<file path="src/rtl/jailbreak_loader_pkg.sv">
// Shared types and constants for the Jailbreak ROM loader.
package jailbreak_loader_pkg;

    // Loader lifecycle, from power-up through a verified ROM set.
    typedef enum logic [2:0] {
        IDLE,
        LOADING,
        CHECK,
        READY,
        ERROR
    } loader_state_t;

    // Bit positions in the one-hot rom_wr strobe.
    localparam int REG_MAIN = 0;
    localparam int REG_CHAR = 1;
    localparam int REG_SPR  = 2;
    localparam int REG_VLM  = 3;
    localparam int REG_PROM = 4;

    // ioctl_index values the loader responds to.
    localparam logic [7:0] IDX_ROM = 8'd0;
    localparam logic [7:0] IDX_DIP = 8'd254;

endpackage

</file>
<file path="src/rtl/jailbreak_region_decode.sv">
// Maps a download byte address onto one of the five ROM regions.
module jailbreak_region_decode
    import jailbreak_loader_pkg::*;
#(
    parameter logic [31:0] MAIN_SIZE = 32'h10000,
    parameter logic [31:0] CHAR_SIZE = 32'h08000,
    parameter logic [31:0] SPR_SIZE  = 32'h10000,
    parameter logic [31:0] VLM_SIZE  = 32'h02000,
    parameter logic [31:0] PROM_SIZE = 32'h00220
) (
    input  logic [24:0] addr,
    output logic [4:0]  region,
    output logic [16:0] rel_addr,
    output logic        in_range
);

    localparam logic [31:0] BASE_CHAR = MAIN_SIZE;
    localparam logic [31:0] BASE_SPR  = BASE_CHAR + CHAR_SIZE;
    localparam logic [31:0] BASE_VLM  = BASE_SPR + SPR_SIZE;
    localparam logic [31:0] BASE_PROM = BASE_VLM + VLM_SIZE;
    localparam logic [31:0] TOTAL     = BASE_PROM + PROM_SIZE;

    logic [31:0] addr_wide;
    logic [24:0] base;

    assign addr_wide = {7'd0, addr};

    // Pick the region whose span contains the address and subtract its base.
    always_comb begin
        region   = '0;
        base     = '0;
        in_range = 1'b1;
        if (addr_wide < BASE_CHAR) begin
            region[REG_MAIN] = 1'b1;
        end else if (addr_wide < BASE_SPR) begin
            region[REG_CHAR] = 1'b1;
            base             = BASE_CHAR[24:0];
        end else if (addr_wide < BASE_VLM) begin
            region[REG_SPR] = 1'b1;
            base            = BASE_SPR[24:0];
        end else if (addr_wide < BASE_PROM) begin
            region[REG_VLM] = 1'b1;
            base            = BASE_VLM[24:0];
        end else if (addr_wide < TOTAL) begin
            region[REG_PROM] = 1'b1;
            base             = BASE_PROM[24:0];
        end else begin
            in_range = 1'b0;
        end
        rel_addr = 17'(addr - base);
    end

endmodule

</file>
<file path="src/rtl/jailbreak_rom_loader.sv">
// Routes the HPS ioctl stream into the Jailbreak ROM regions and DIP bytes,
// holding the core in reset until a complete, correctly sized set has loaded.
module jailbreak_rom_loader
    import jailbreak_loader_pkg::*;
#(
    parameter logic [31:0] MAIN_SIZE = 32'h10000,
    parameter logic [31:0] CHAR_SIZE = 32'h08000,
    parameter logic [31:0] SPR_SIZE  = 32'h10000,
    parameter logic [31:0] VLM_SIZE  = 32'h02000,
    parameter logic [31:0] PROM_SIZE = 32'h00220
) (
    input  logic        clk_49m,
    input  logic        reset,
    input  logic        ioctl_download,
    input  logic [7:0]  ioctl_index,
    input  logic        ioctl_wr,
    input  logic [24:0] ioctl_addr,
    input  logic [7:0]  ioctl_dout,
    output logic [4:0]  rom_wr,
    output logic [16:0] rom_addr,
    output logic [7:0]  rom_data,
    output logic [23:0] dipsw,
    output logic        core_reset_n,
    output logic        load_error
);

    localparam logic [31:0] TOTAL       = MAIN_SIZE + CHAR_SIZE + SPR_SIZE + VLM_SIZE + PROM_SIZE;
    localparam logic [17:0] TOTAL_COUNT = TOTAL[17:0];
    localparam logic [17:0] COUNT_MAX   = '1;

    loader_state_t state, state_next;

    logic        dl_q, dl_prev;
    logic [7:0]  idx_q;
    logic        wr_q;
    logic [24:0] addr_q;
    logic [7:0]  dout_q;

    logic [4:0]  dec_region;
    logic [16:0] dec_rel_addr;
    logic        dec_in_range;

    logic [17:0] byte_count;
    logic        overflow;

    logic dl_rise, dl_fall, rom_req, dip_req, accept, overrun, load_start;

    jailbreak_region_decode #(
        .MAIN_SIZE (MAIN_SIZE),
        .CHAR_SIZE (CHAR_SIZE),
        .SPR_SIZE  (SPR_SIZE),
        .VLM_SIZE  (VLM_SIZE),
        .PROM_SIZE (PROM_SIZE)
    ) u_decode (
        .addr     (addr_q),
        .region   (dec_region),
        .rel_addr (dec_rel_addr),
        .in_range (dec_in_range)
    );

    assign dl_rise    = dl_q & ~dl_prev;
    assign dl_fall    = ~dl_q & dl_prev;
    assign rom_req    = wr_q && (idx_q == IDX_ROM);
    assign dip_req    = wr_q && (idx_q == IDX_DIP) && (addr_q[24:3] == '0) && (addr_q[2:0] < 3'd3);
    assign accept     = (state == LOADING) && rom_req && dec_in_range;
    assign overrun    = (state == LOADING) && rom_req && !dec_in_range;
    assign load_start = (state_next == LOADING) && (state != LOADING);

    // Input register stage; the download flag resets high so a transfer still
    // running when reset lifts does not look like a fresh start.
    always_ff @(posedge clk_49m or negedge reset) begin
        if (!reset) begin
            dl_q    <= 1'b1;
            dl_prev <= 1'b1;
            idx_q   <= '0;
            wr_q    <= 1'b0;
            addr_q  <= '0;
            dout_q  <= '0;
        end else begin
            dl_q    <= ioctl_download;
            dl_prev <= dl_q;
            idx_q   <= ioctl_index;
            wr_q    <= ioctl_wr;
            addr_q  <= ioctl_addr;
            dout_q  <= ioctl_dout;
        end
    end

    // Loader state register.
    always_ff @(posedge clk_49m or negedge reset) begin
        if (!reset) begin
            state <= IDLE;
        end else begin
            state <= state_next;
        end
    end

    // Next-state logic: a ROM download start always restarts loading.
    always_comb begin
        state_next = state;
        unique case (state)
            IDLE, READY, ERROR: begin
                if (dl_rise && (idx_q == IDX_ROM)) begin
                    state_next = LOADING;
                end
            end
            LOADING: begin
                if (dl_fall) begin
                    state_next = CHECK;
                end
            end
            CHECK: begin
                if ((byte_count == TOTAL_COUNT) && !overflow) begin
                    state_next = READY;
                end else begin
                    state_next = ERROR;
                end
            end
            default: state_next = IDLE;
        endcase
    end

    // Count accepted bytes and remember any write past the end of the set.
    always_ff @(posedge clk_49m or negedge reset) begin
        if (!reset) begin
            byte_count <= '0;
            overflow   <= 1'b0;
        end else if (load_start) begin
            byte_count <= '0;
            overflow   <= 1'b0;
        end else begin
            if (accept && (byte_count != COUNT_MAX)) begin
                byte_count <= byte_count + 18'd1;
            end
            if (overrun) begin
                overflow <= 1'b1;
            end
        end
    end

    // DIP bytes are accepted in any state and never touch the ROM side.
    always_ff @(posedge clk_49m or negedge reset) begin
        if (!reset) begin
            dipsw <= 24'hFFFFFF;
        end else if (dip_req) begin
            unique case (addr_q[1:0])
                2'd0:    dipsw[7:0]   <= dout_q;
                2'd1:    dipsw[15:8]  <= dout_q;
                default: dipsw[23:16] <= dout_q;
            endcase
        end
    end

    // ROM write port: one-cycle strobe, address and data held until the next byte.
    always_ff @(posedge clk_49m or negedge reset) begin
        if (!reset) begin
            rom_wr   <= '0;
            rom_addr <= '0;
            rom_data <= '0;
        end else begin
            rom_wr <= accept ? dec_region : 5'd0;
            if (accept) begin
                rom_addr <= dec_rel_addr;
                rom_data <= dout_q;
            end
        end
    end

    assign core_reset_n = (state == READY);
    assign load_error   = (state == ERROR);

endmodule

</file>
<file path="config.mk">
export PLATFORM = sky130hd
export DESIGN_NAME = jailbreak_rom_loader
export DESIGN_NICKNAME = d
export VERILOG_FILES = /design/src/rtl/jailbreak_loader_pkg.sv /design/src/rtl/jailbreak_region_decode.sv /design/src/rtl/jailbreak_rom_loader.sv
export SDC_FILE = /design/constraint.sdc
export NUM_CORES = 1
export LEC_CHECK = 0
export ABC_AREA = 1
export CAP_MARGIN = 20
export CORE_MARGIN = 2
export CORE_UTILIZATION = 44
export DETAILED_ROUTE_END_ITERATION = 8
export PLACE_DENSITY_LB_ADDON = 0.08
export SYNTH_ARGS = -nofsm -noshare
export SYNTH_HDL_FRONTEND = slang
export SYNTH_SLANG_ARGS = --single-unit
</file>
<file path="constraint.sdc">
create_clock -name clk_49m -period 4.5 [get_ports clk_49m]
set_input_delay 1.35 -clock clk_49m [delete_from_list [all_inputs] [get_ports clk_49m]]
set_output_delay 1.35 -clock clk_49m [all_outputs]
set_load 0.1 [all_outputs]
</file>
==> results of run 1 <==
routing by layer:
layer  global-route usage, %  wire length (microns)
met5                       0                      0
met4                    6.34                    143
met3                    5.78                    591
met2                    29.2                   5240
met1                    26.1                   5160
report_power, final:
group / internal (W) / switching (W) / leakage (nW)
combinational: 0.0000437 / 0.0000509 / 1.46
sequential: 0.00110 / 0.0000122 / 1.48
clock: 0.000926 / 0.000458 / 0.304
stage by stage:
step,cell area (sq um),hold slack [ns]
3_3_place_gp,6260,0.357
4_1_cts,6870,0.365
2_1_floorplan,5150,0.354
5_1_grt,6870,0.371
3_5_place_dp,6260,0.358
6_report,6870,0.363
Yosys cell counts (all sizes together), types with 2 or more instances:
cell type / count / area share, %
xor2: 12 / 2.0
ha: 5 / 1.2
nor3b: 3 / 0.44
o21ai: 43 / 4.2
nor3: 5 / 0.49
a21oi: 2 / 0.19
nor2: 58 / 5.1
dfstp: 26 / 13
dfrtp: 94 / 46
nand4: 11 / 1.6
xnor2: 3 / 0.51
nand2: 148 / 11
buf: 11 / 1.5
clkinv: 2 / 0.15
nand3b: 4 / 0.58
nand3: 61 / 6.4
inv: 69 / 5.0
registers in the layout, summed over array words and instances (netlist names):
register / flops
idx_q: 8
state: 3
dl_prev: 1
rom_wr: 5
rom_addr: 17
rom_data: 8
dipsw: 24
dout_q: 8
wr_q: 1
dl_q: 1
addr_q: 25
byte_count: 18
overflow: 1
final timing paths:
kind                                         endpoint  depth (start not counted)
max in group asynchronous              dl_q$_DFF_PN1_                          2
max                                         dipsw[19]                          1
min reg2reg                         dl_prev$_DFF_PN1_                          0
min in group asynchronous     rom_addr[6]$_DFFE_PN0P_                          1
max reg2reg                byte_count[16]$_DFFE_PN0P_                          8
min                                 dl_prev$_DFF_PN1_                          0
area by class of cell:
type,instances,area [sq um]
clock buffer,24,492
timing repair buffer,101,1010
sequential,120,3040
inverter,71,267
clock inverter,8,119
tap,143,179
multi-input combinational,361,1770
fill,986,4550
logic make-up (layout without fill, tap and decap cells):
group	count (synthesis)	after routing	share of synthesized area, %
AOI/OAI and AO/OA	48	48	4.81
and+or+nand+nor	293	293	25.7
adders and majority gates	5	5	1.22
buffers and inverters	83	204	6.71
DFF	120	120	59.0
xor gates and xnor gates	15	15	2.55
layout by cell type, fill, tap and decap left out, drive strengths merged, types with 4 or more instances in the layout:
cell,instances
ha,5
nand4,11
dfrtp,94
clkbuf,24
nand3b,4
dfstp,26
xor2,12
inv,69
buf,4
o21ai,43
nor2,58
nor3,5
nand2,148
clkdlybuf4s50,97
nand3,61
clkinv,7
==> impl.org, run 1 <==
** Timing
- Fmax :: 292 MHz
- Setup violations remaining at the end of the flow were counted as 0.
- Subtracting the final worst setup slack from the clock period gives 3.43 ns.
- Final Hold Viols :: 0
- Setup slack closes at 1.07 ns.
- The worst pin sits at a relative slew slack of 32.3%.
- Slew at the pin closest to its max-slew limit :: 1.01 ns
- Slew Viols, Final :: 0
- Setup repair after global routing left no endpoint under its margin.
- For the final database, setup skew stands at 0.0103 ns.
- In the finished design, the share of the clock period the worst path needs comes to 76.2%.
- Final TNS setup :: 0 ns

** Place
- Final HPWL DP :: 7950 microns
- Number of I/O port buffers :: 100
- Routability congestion estimate from global placement :: 0.832
- Prior to clock tree synthesis, the placed netlist has a worst setup slack of 1.50 ns.
- Placed Cells incl. Taps :: 796

** GRT
- Largest net degree at the start of global routing :: 69
- Initial antenna violation count :: 0
- Global routing consumed, over all layers together, 19.0% of the routing resources.
- The first global-routing pass estimated 18600 microns of wire.
- Sum of overflow across all layers after global routing :: 0
- The number of global-route vias before repair is 3781.

** Critical path
- In this run the critical register-to-register path is launched from byte_count[0]$_DFFE_PN0P_.
- In this run the worst setup path begins at dipsw[19]$_DFFE_PN1P_.
- Traced cell by cell, the critical path runs through clkdlybuf4s50_1.
- Data on the critical path arrives at its endpoint at 2.08 ns.
- STA puts the critical path data required time at 3.15 ns.
- Max Fanout on Critical Path :: 2
- Crit path capture type :: primary output
- STA classifies the critical path startpoint as a flip-flop.
- Broken down by cell family, the worst path's largest delay share belongs to buffers and inverters.
- Counting both buffers and inverters, the worst setup path holds a total of 1.
- The largest individual stage delay along the critical path comes from the cell clkdlybuf4s50_1.
- Critical path class :: reg2out
- Across all register-to-register paths, the minimum setup slack is 2.30 ns.
- Delay contributed by the slowest stage of the critical path :: 1.13 ns

** CTS
- Hold repair after CTS inserted 0 buffers.
- Skew-Pair Late Insertion Delay :: 0.42 ns
- Clock tree synthesis found a total of 120 sinks.
- Clock tree from TritonCTS :: done
- Library cell used as clock root buffer :: clkbuf_16
- Counting the buffers created by CTS gives 17.
- The longest clock path from root to sink contains 2 buffers.
- After clock tree synthesis, the clock-pin slew on the worst setup and hold paths is 0.05 ns.
- CTS H-Tree Depth :: 4
- Gates resized during post-CTS repair numbered 0.
- # Post-CTS Setup Buffers :: 0

** Route
- Summed over all layers, the routed wires come to 11100 microns.
- Number of DRC markers in iteration 0 :: 251
- Detail-routed net length per standard cell :: 13.4 microns
- In the routed layout, each cell is associated on average with a via count of 4.80.
- Post-DRT Antenna Nets :: 0
- Post-route DRC :: 0
- Routed via count :: 3975
- For this run, the detailed router's first-pass iteration total came to 4.

** Power
- Dividing total power by cell area gives a power density of 377 nW/um^2.
- Peak supply drop :: 0.319 mV
- Overall power consumption after layout is estimated at 0.00259 W.
- Static leakage power :: 3.25 nW

** Min path
- The min-delay analysis places its worst path in the category reg2reg.
- Start point of the worst min-delay path :: dl_q$_DFF_PN1_

** Die
- In this run the horizontal extent of the chip is 112 microns.
- CORE AREA :: 11400 sq um
- Row count :: 39
- Count of pins on the block boundary :: 101
- The die covers 12600 sq um.
- Effective utilization at floorplan :: 45.1%
- Die extent in y :: 112 microns

** Finish
- Final core utilization :: 60.2%
- For this run, the post-layout net count is 722.
- The repair_antennas step left the layout with diodes totalling 0.
- After the flow finishes, the layout carries non-filler instances totaling 828.
- The post-route netlist has 11.2% of its cells at a drive strength greater than 1.
- Compared with the post-synthesis result, the final layout area differs by 33.5%.

** Logic synthesis
- Nets in the synthesized netlist :: 614
- YS warnings :: 0
- Yosys mapped the design onto 34 distinct sky130hd cell types.
- After synthesis, the share of flip-flops with an asynchronous set or reset is 100%.
- After synthesis, flip-flops and latches occupy 59.0% of the total area.
- After synthesis the netlist holds a flip-flop and latch count of 120.
- Dominant register cell in the synthesized netlist :: dfrtp_1
- Synthesized area per cell :: 9.13 sq um
- Post-synth EDFFs :: 0
- The cell area that synthesis handed to floorplanning was 5150 sq um.
- Syn Inst Count :: 564

** Run
- Total of max-cap violations :: 0

** Status
- Run status :: finished clean
No activity file was read; power rests on OpenSTA's default activity.
==> run 2, diff against run 1 <==
==> constraint.sdc (replaced) <==
create_clock -name clk_49m -period 3.1 [get_ports clk_49m]
set_input_delay 0.93 -clock clk_49m [delete_from_list [all_inputs] [get_ports clk_49m]]
set_output_delay 0.93 -clock clk_49m [all_outputs]
set_load 0.1 [all_outputs]
==> run 2 against run 1 <==
First-iteration DRC count shrank 12%. Worst hold slack improved by 0.0047 ns. Cell area is 2.1% lower. Count of clock-buffer cells in the layout rose by 5. Setup slack got worse by 0.35 ns. Largest power group unchanged. Final cell count increased by 0.36%.
==> impl.org, run 2 (same netlist as run 1, synthesis figures left out) <==
** Finish
- Leading registers by flop count :: addr_q x25, dipsw x24, byte_count x18 (unchanged)
- The post-layout net count came to 725 (was 722).
- The flip-flop count of the largest register after layout was 25 (unchanged).
- Largest Register :: addr_q (unchanged)
- Most frequent cells in the layout :: 147 x nand2_1, 94 x dfrtp_1, 66 x inv_1 (was 147 x nand2_1, 97 x clkdlybuf4s50_1, 94 x dfrtp_1)
- Area growth from synthesis to layout :: 30.7% (was 33.5%)
- Leading cell type in the layout, fill and taps excluded :: nand2_1 (unchanged)
- The share of cells above drive strength 1 came to 19.3% (was 11.2%).
- Antenna diode instance count :: 0 (unchanged)
- Fin area :: 6730 sq um (was 6870 sq um)

** CTS
- CTS H-Tree Depth :: 4 (unchanged)
- The worst-case clock buffer depth is 2 (unchanged).
- Library cell used as clock root buffer :: clkbuf_16 (unchanged)
- Clock tree from TritonCTS :: done (unchanged)
- The number of sinks driven by the clock tree came to 120 (unchanged).
- Cts bufs inserted :: 17 (unchanged)
- The worst-skew pair later-pin latency was 0.41 ns (was 0.42 ns).
- The post-CTS setup buffer count came to 0 (unchanged).
- Clock slew seen by the registers of the worst setup and hold paths :: 0.05 ns (about the same)
- Hold bufs inserted after CTS :: 0 (unchanged)
- The post-cts sizing count was 0 (unchanged).

** Die
- The number of I/O pins was 101 (unchanged).
- Die Span X :: 112 microns (unchanged)
- Die extent in y :: 112 microns (unchanged)
- Row count :: 39 (unchanged)
- Effective utilization at floorplan :: 45.1% (unchanged)
- CORE AREA :: 11400 sq um (unchanged)
- Full die area :: 12600 sq um (unchanged)

** Timing
- The final-report setup violation count is 0 (unchanged).
- The setup total negative slack was 0 ns (unchanged).
- Fmax :: 420 MHz
- Slew Viols, Final :: 0 (unchanged)
- The final worst setup slack was 0.720 ns (was 1.07 ns).
- Subtracting the final worst setup slack from the clock period gives 2.38 ns.
- Post-route clock skew :: 0.00615 ns (was 0.0103 ns)
- Slew at the pin closest to its max-slew limit :: 0.567 ns (was 1.01 ns)
- Remaining max-slew budget at the tightest pin :: 62.1% (was 32.3%)
- Setup repair after global routing missed its margin :: false (unchanged)
- Final Hold Viols :: 0 (unchanged)
- The worst hold margin came to 0.368 ns (was 0.363 ns).
- Final cycle utilization of the critical path :: 76.8%

** Power
- The leakage dissipation was 3.36 nW (was 3.25 nW).
- Sum of internal, switching and leakage power :: 0.00363 W (was 0.00259 W)
- The peak supply drop was 0.439 mV (was 0.319 mV).
- Pwr per Cell Area :: 539 nW/um^2 (was 377 nW/um^2)

** GRT
- The total global routing overflow was 0 (unchanged).
- Initial antenna violation count :: 0 (unchanged)
- Global-route wire length before repair :: 18600 microns (unchanged)
- The maximum number of pins on one net before global-route repair was 48 (was 69).
- Total global-route track usage :: 18.7% (was 19.0%)
- The number of global-route vias before repair came to 3826 (was 3781).

** Place
- Area post-placement :: 6160 sq um (was 6260 sq um)
- The quantity of I/O buffers inserted on ports came to 100 (unchanged).
- Minimum setup slack after placement :: 0.928 ns (was 1.50 ns)
- Final HPWL DP :: 8100 microns (was 7950 microns)
- Routability congestion estimate from global placement :: 0.890 (was 0.832)

** Route
- Post-DRT Antenna Nets :: 0 (unchanged)
- The wire length reported by the detailed router was 11200 microns (was 11100 microns).
- The routed wirelength normalized by instance count came to 13.4 microns (about the same).
- The count of TritonRoute iterations in the first routing pass was 4 (unchanged).
- The total DRC errors in the routed layout came to 0 (unchanged).
- The routed via count divided by cell count is 4.80 (about the same).
- Routed via count :: 3989 (was 3975)
- The DRC violation total after the first TritonRoute iteration is 221 (was 251).

** Critical path
- The critical path buffer and inverter count was 2 (was 1).
- Startpoint class of the critical path :: flip-flop (unchanged)
- The largest stage delay on the critical path came to 0.41 ns (was 1.13 ns).
- Critical path cell sequence :: inv_2, nor3_2, buf_4 (was clkdlybuf4s50_1)
- Critical path class :: reg2out (unchanged)
- The largest fanout on the critical path was 4 (was 2).
- The arrival time reported for the critical path endpoint was 1.45 ns (was 2.08 ns).
- The cell with the biggest individual delay on the critical path is dfrtp_1 (was clkdlybuf4s50_1).
- CP Data Required Time :: 2.17 ns (was 3.15 ns)
- The worst reg2reg path depth is 13 (was 8).
- The kind of cell with the highest combined delay on the critical path is flip-flops (was buffers and inverters).
- The terminus of the critical flop-to-flop path is rom_addr[16]$_DFFE_PN0P_ (was byte_count[16]$_DFFE_PN0P_).
- The flop-to-flop setup slack was 0.91 ns (was 2.30 ns).
- Crit path capture type :: primary output (unchanged)
- The launch point of the worst reg-to-reg path was addr_q[7]$_DFF_PN0_ (was byte_count[0]$_DFFE_PN0P_).

** Run
- Total of max-cap violations :: 0 (unchanged)

** Status
- Run status :: finished clean (unchanged)

** Min path
- The start point of the worst hold path was dl_q$_DFF_PN1_ (unchanged).
- The worst hold path depth is 0 (unchanged).
- The capture endpoint of the worst hold path is dl_prev$_DFF_PN1_ (unchanged).
- The class of the most critical hold timing path is reg2reg (unchanged).
## run 2: cell count changes in the layout (fill, tap and decap cells not counted), sizes merged
cell	previous run	this run
bufinv	3	1
clkbuf	24	29
clkinv	7	4
buf	4	61
clkdlybuf4s50	97	43
## run 2: power breakdown
| part | internal, W | switching (W) | total, W |
|---|---|---|---|
| sequential | 0.00160 | 0.0000186 | 0.00162 |
| combinational | 0.0000654 | 0.0000744 | 0.000140 |
| clock | 0.00123 | 0.000639 | 0.00187 |
## run 2: routing by layer
| metal | routed length [microns] | GRT usage [%] | vias to the layer above |
|---|---|---|---|
| met5 | 0 | 0 | - |
| met4 | 146 | 6.34 | 0 |
| met3 | 529 | 5.02 | 13 |
| met2 | 5290 | 29.0 | 104 |
| met1 | 5190 | 25.7 | 1863 |
| li1 | - | - | 2009 |
## run 2: per-stage QoR
step,utilization (%),cells
2_1_floorplan,-,564
3_3_place_gp,53.9,799
3_5_place_dp,53.9,799
4_1_cts,58.9,831
5_1_grt,58.9,831
6_report,58.9,831
## run 2: worst max path at each step
stage	slack [ns]	cells past startpoint	to	from
2_1_floorplan	0.49	2	core_reset_n	state[0]$_DFF_PN0_
3_3_place_gp	0.96	13	rom_addr[16]$_DFFE_PN0P_	addr_q[7]$_DFF_PN0_
3_5_place_dp	0.93	9	byte_count[17]$_DFFE_PN0P_	addr_q[7]$_DFF_PN0_
4_1_cts	0.69	3	core_reset_n	state[0]$_DFF_PN0_
5_1_grt	0.62	3	core_reset_n	state[0]$_DFF_PN0_
6_report	0.72	3	core_reset_n	state[0]$_DFF_PN0_
## run 2: layout make-up
| type | count | area, sq um |
|---|---|---|
| flip-flops and latches | 120 | 3040 |
| repair buffers | 104 | 901 |
| multi-input cells | 361 | 1780 |
| fillers | 1031 | 4690 |
| clock inverters | 3 | 40.0 |
| clock buffers | 29 | 531 |
| inverters | 71 | 267 |
| well taps | 143 | 179 |
